### config.mk
export PLATFORM = sky130hd
export DESIGN_NAME = mdbrot_pixel_scanner
export DESIGN_NICKNAME = d
export VERILOG_FILES = /design/src/rtl/mdbrot_pkg.sv /design/src/rtl/mdbrot_pixel_scanner.sv
export SDC_FILE = /design/constraint.sdc
export NUM_CORES = 1
export LEC_CHECK = 0
export BUFFER_PORTS_ARGS = -buffer_cell sky130_fd_sc_hd__buf_2
export CORE_UTILIZATION = 35
export DETAILED_ROUTE_END_ITERATION = 8
export GPL_ROUTABILITY_DRIVEN = 0
export SYNTH_ARGS = -nofsm -noshare
export SYNTH_HDL_FRONTEND = slang
export SYNTH_SLANG_ARGS = --single-unit
### constraint.sdc
create_clock -name clk -period 7.28 [get_ports clk]
set_input_delay 0 -clock clk [delete_from_list [all_inputs] [get_ports clk]]
set_output_delay 0 -clock clk [all_outputs]
set_load 0.02 [all_outputs]
### src/rtl/mdbrot_pkg.sv
// ============================================================================
// Module   : mdbrot_pkg
// Brief    : Shared types and constants for the Mandelbrot pipeline.
// Revision : 1.0
// ============================================================================
`default_nettype none

package mdbrot_pkg;

    // Q11.20 two's-complement, shared with the iteration core
    typedef logic signed [31:0] fixed_t;

    localparam int FRAC_BITS = 20;
    localparam int H_RES     = 160;
    localparam int V_RES     = 120;

    typedef enum logic [1:0] {
        IDLE = 2'd0,
        SCAN = 2'd1,
        DONE = 2'd2
    } scan_state_t;

endpackage

`default_nettype wire

### src/rtl/mdbrot_pixel_scanner.sv
// ============================================================================
// Module   : mdbrot_pixel_scanner
// Brief    : Raster walker emitting (px, py, c_re, c_im) requests over valid/ready.
// Revision : 1.0
// ============================================================================
`default_nettype none

module mdbrot_pixel_scanner #(
    parameter int H_RES = mdbrot_pkg::H_RES,
    parameter int V_RES = mdbrot_pkg::V_RES,
    parameter int XW    = 8,
    parameter int YW    = 7
) (
    input  logic               clk,
    input  logic               rst_n,
    input  logic               start,
    input  mdbrot_pkg::fixed_t x0,
    input  mdbrot_pkg::fixed_t y0,
    input  mdbrot_pkg::fixed_t step,
    output logic               out_valid,
    input  logic               out_ready,
    output logic [XW-1:0]      out_px,
    output logic [YW-1:0]      out_py,
    output mdbrot_pkg::fixed_t out_cre,
    output mdbrot_pkg::fixed_t out_cim,
    output logic               busy,
    output logic               done
);

    import mdbrot_pkg::*;

    localparam logic [XW-1:0] c_PX_LAST = XW'(H_RES - 1);
    localparam logic [YW-1:0] c_PY_LAST = YW'(V_RES - 1);

    scan_state_t   r_state;
    scan_state_t   w_next;
    fixed_t        r_x0;
    fixed_t        r_step;
    fixed_t        r_cre;
    fixed_t        r_cim;
    logic [XW-1:0] r_px;
    logic [YW-1:0] r_py;
    logic          r_valid;
    logic          r_busy;
    logic          r_done;

    logic          w_fire;
    logic          w_row_end;
    logic          w_frame_end;

    assign w_fire      = r_valid & out_ready;
    assign w_row_end   = (r_px == c_PX_LAST);
    assign w_frame_end = w_row_end && (r_py == c_PY_LAST);

    always_comb begin
        w_next = r_state;
        case (r_state)
            IDLE:    if (start) w_next = SCAN;
            SCAN:    if (w_fire && w_frame_end) w_next = DONE;
            DONE:    w_next = IDLE;
            default: w_next = IDLE;
        endcase
    end

    always_ff @(posedge clk or negedge rst_n) begin
        if (!rst_n) begin
            r_state <= IDLE;
            r_x0    <= '0;
            r_step  <= '0;
            r_cre   <= '0;
            r_cim   <= '0;
            r_px    <= '0;
            r_py    <= '0;
            r_valid <= 1'b0;
            r_busy  <= 1'b0;
            r_done  <= 1'b0;
        end else begin
            r_state <= w_next;
            r_done  <= 1'b0;
            case (r_state)
                IDLE: begin
                    if (start) begin
                        r_x0    <= x0;
                        r_step  <= step;
                        r_cre   <= x0;
                        r_cim   <= y0;
                        r_px    <= '0;
                        r_py    <= '0;
                        r_valid <= 1'b1;
                        r_busy  <= 1'b1;
                    end
                end
                SCAN: begin
                    if (w_fire) begin
                        if (w_frame_end) begin
                            r_valid <= 1'b0;
                            r_done  <= 1'b1;
                        end else if (w_row_end) begin
                            // New row restarts from the latched left edge; imaginary axis runs downward
                            r_px  <= '0;
                            r_cre <= r_x0;
                            r_py  <= r_py + YW'(1);
                            r_cim <= r_cim - r_step;
                        end else begin
                            r_px  <= r_px + XW'(1);
                            r_cre <= r_cre + r_step;
                        end
                    end
                end
                DONE: begin
                    r_busy <= 1'b0;
                end
                default: begin
                    r_valid <= 1'b0;
                    r_busy  <= 1'b0;
                end
            endcase
        end
    end

    assign out_valid = r_valid;
    assign out_px    = r_px;
    assign out_py    = r_py;
    assign out_cre   = r_cre;
    assign out_cim   = r_cim;
    assign busy      = r_busy;
    assign done      = r_done;

endmodule

`default_nettype wire

==> summary.md <==
| Metric | Value |
|---|---|
| Register area share after synthesis | 0.3783 |
| Antenna-violating nets left | 0 |
| Switch share | 0.4705 |
| Met2 Use GR | 0.3491 |
| Final Hold Vio Count | 0 |
| CP Max Fanout | 58 |
| Worst Hold Class | in -> reg |
| Initial Utilization | 0.3603 |
| Clk_lat worst skew | roughly 0.43 ns |
| Combinational Power Share | 0.606 |
| Fin nets | 1618 |
| PwrDens | roughly 460 nW/um2 |
| GRT met3 Usage | 0.03288 |
| Critical Path RT | 7.58 ns |
| Slew at the pin closest to its max-slew limit | between 1 and 1.5 ns |
| Syn nets | approximately 1400 |
| Post-cts resize count | 0 |
| Largest net degree at the start of global routing | between 80 and 90 |
| Worst hold endpoint | out_cim[22] |
| Fin Setup TNS | 0 ns |
| CTS Hold Buffers Added | between 90 and 100 |
| Status | completed |
| DR WL/cell | between 15 and 20 um |
| Sw Pwr | roughly 0.0027 W |
| Post-synth EDFFs | 0 |
| Vias in the first global route | 9439 |
| Post-synthesis cell area | approximately 9800 um2 |
| Residual DRC count | 0 |
| Syn Area/Cell | between 8 and 9 um2 |
| Yosys reg bits | around 150 |
| RSZ-0062 raised after global routing | no |
| Skew final | ~0.011 ns |
| Asr flop ratio synth | 1.000 |
| Worst flop-to-flop path startpoint | out_px[5] |
| Setup CP Type | reg -> reg |
| DP HPWL | around 22000 um |
| Reg2Reg Depth | 9 |
| Relative slew margins | 0.2635 |
| Startpoint Class | register |
| Post-CTS Repair Setup Buffers | 0 |
| Share of layout cells above drive strength 1 | 0.1633 |
| Final WL | 31190 um |
| Max-Cap Viols | 0 |
| Placement Setup Slack | ~3.2 ns |
| Synthesis Warnings | 0 |
| Distinct cells, synth | 57 |
| Clock H-tree levels | 4 |
| Critical Path End Type | register |
| Rows | 60 |
| Total track usage | 0.2242 |
| Final Max Tran Viols | 0 |
| Drt pass-1 iters | 5 |
| Clock Path Buffers | 2 |
| Peak supply drop | 0.1691 mV |
| DRT iter0 DRCs | 720 |
| Vias per cell | between 5 and 6 |
| Gr busiest metal | met2 |
| CTS tree | yes |
| Port Buffer Count | 181 |
| CTS Buf Count | 17 |
| Die area | roughly 29000 um2 |
| Seq pwr share | 0.248 |
| Final setup fails | 0 |
| Fin worst setup slack | roughly 3.2 ns |
| Chip Height | between 150 and 200 um |
| R2R setup slack | 3.16 ns |
| Clock sinks | about 150 |
| Core area | 27180 um2 |
| Global-route wire length before repair | about 50000 um |
| Worst-path clk slew | roughly 0.07 ns |
| Leakage | around 6.2 nW |
| Total congestion overflow | 0 |
| Final Cycle Share | 0.5655 |
| Layout overhead on the synthesized area | 28.38% |
| Top-Level Pins | around 180 |
| Tmin final | approximately 4.1 ns |
| Met1 Use GR | 0.3136 |
| Worst hold start | y0[22] |
| Clk root buf | clkbuf_16 |
| Fmax | 242.9 MHz |
| Die Width | between 150 and 200 um |
| Ys flop type | dfrtp_1 |
| Pint | slightly above 0.003 W |
| Data arrival, critical path | ~4.4 ns |
| Reg2reg end | out_px[5] |
| Number of cells on the worst hold path | 3 |
| Syn Inst Count | around 1200 |
| Antenna violations before repair | 1 |
| Clock power share | 0.146 |
| Routed vias | 9644 |
cell usage in the layout (no fill, tap or decap), types with 5 or more instances in the layout:
| cell type | count |
|---|---|
| o211ai_1 | 15 |
| o21a_1 | 11 |
| nand3_1 | 35 |
| dfrtp_1 | 148 |
| xor2_1 | 27 |
| or3_1 | 5 |
| clkbuf_16 | 17 |
| a21boi_0 | 5 |
| nor2b_1 | 7 |
| buf_2 | 180 |
| nor2_1 | 73 |
| o21ai_0 | 101 |
| a21o_1 | 51 |
| buf_4 | 9 |
| a21oi_1 | 98 |
| ha_1 | 64 |
| nand2_1 | 260 |
| nand4_1 | 11 |
| a211oi_1 | 16 |
| and2_1 | 6 |
| inv_1 | 49 |
| mux2i_1 | 10 |
| dlygate4sd3_1 | 97 |
| a221oi_1 | 7 |
| and3_1 | 18 |
| a31oi_1 | 15 |
| o22ai_1 | 5 |
| nor3_1 | 19 |
| o31ai_1 | 7 |
| xnor2_1 | 22 |
layer usage:
layer | vias to the layer above | part of all wire | wire (um)
li1 | 4765 | - | -
met1 | 4569 | 0.48 | 15120
met2 | 263 | 0.45 | 13940
met3 | 47 | 0.043 | 1330
met4 | 0 | 0.026 | 801
met5 | - | 0 | 0
worst max path at each step:
stage | startpoint | to | slack, ns | cells after the start
2_1_floorplan | out_cre[0] | out_cre[30] | 4.08 | 11
5_1_grt | out_px[5] | out_px[5] | 2.77 | 9
3_3_place_gp | out_px[5] | out_px[5] | 3.38 | 9
3_5_place_dp | out_px[5] | out_px[5] | 3.23 | 9
6_report | out_px[5] | out_px[5] | 3.16 | 9
4_1_cts | out_px[5] | out_px[5] | 3.21 | 9
flip-flops by register name, summed over array words and instances (netlist names):
register and count:
busy 1, done 1, out_cim 32, out_cre 32, out_px 8, out_py 7, out_valid 1, r_state 2
r_step 32, r_x0 32
Yosys cell counts (all sizes together) (6+ instances only):
master  number  share of area
nor2b        8         0.0051
mux2i       10          0.010
nand4       11         0.0070
a21oi       98          0.050
a31oi       15         0.0096
clkbuf      56          0.021
inv         49          0.019
a221oi       8         0.0078
a21o        51          0.039
ha          64          0.082
o21ai      102          0.052
a211oi      16          0.012
o211ai      15          0.012
nand2      262           0.10
nor3        19         0.0097
nor2        74          0.028
xor2        27          0.024
nand3       36          0.018
buf          7         0.0027
o21a        11         0.0084
and3        19          0.012
and2         6         0.0038
xnor2       22          0.020
o31ai        7         0.0054
dfrtp      148           0.38
power by group through the flow:
| stage | Sequential [W] | Combinational [W] | Clock [W] |
|---|---|---|---|
| floorplan | 0.00158 | 0.00242 | 0 |
| global placement | 0.00145 | 0.00342 | 0 |
| detailed placement | 0.00146 | 0.00346 | 0 |
| CTS | 0.00145 | 0.00352 | 0.000878 |
| global route | 0.00149 | 0.00396 | 0.000909 |
| finish | 0.00145 | 0.00354 | 0.000855 |
logic make-up after synthesis:
family / Yosys count / share of synthesized area
XOR/XNOR: 49 / 0.04383
adder cells (fa/ha/maj): 66 / 0.08588
AO/OA/AOI/OAI: 372 / 0.2412
flip-flops: 148 / 0.3783
multiplexers: 11 / 0.01137
AND/OR/NAND/NOR: 451 / 0.1965
buffers and inverters: 112 / 0.04294
layout make-up:
class,count,area (um2)
Timing Repair Buffer,287,1951
Clock buffer,19,452.9
Fill cell,2714,14610
Multi-Input combinational cell,949,5703
Antenna cell,1,2.502
Tap cell,372,465.4
Inverter,49,183.9
Sequential cell,148,3704
Clock inverter,12,107.6
critical path, cell delays in order (launching register included):
cell	delay, ns
dfrtp_1	0.43
nor4bb_1	0.39
nand2b_1	0.55
nor2_1	0.97
nand2_1	0.17
nand2_2	0.85
nor2_1	0.21
nand3_1	0.20
xor2_1	0.16
nor2_1	0.06
stage by stage:
step	hold slack, ns	instances	total power [W]	instance area (um2)	util
6_report	0.03062	1837	0.005841	12570	0.4625
5_1_grt	0.04839	1837	0.006364	12570	0.4625
3_3_place_gp	0.1242	1708	0.004873	11040	0.4061
3_5_place_dp	0.1384	1708	0.004914	11040	0.4061
4_1_cts	0.0001918	1836	0.005843	12570	0.4624
2_1_floorplan	-0.2956	1209	0.003993	9791	-
Note: power is estimated with default switching activity, not from simulation.
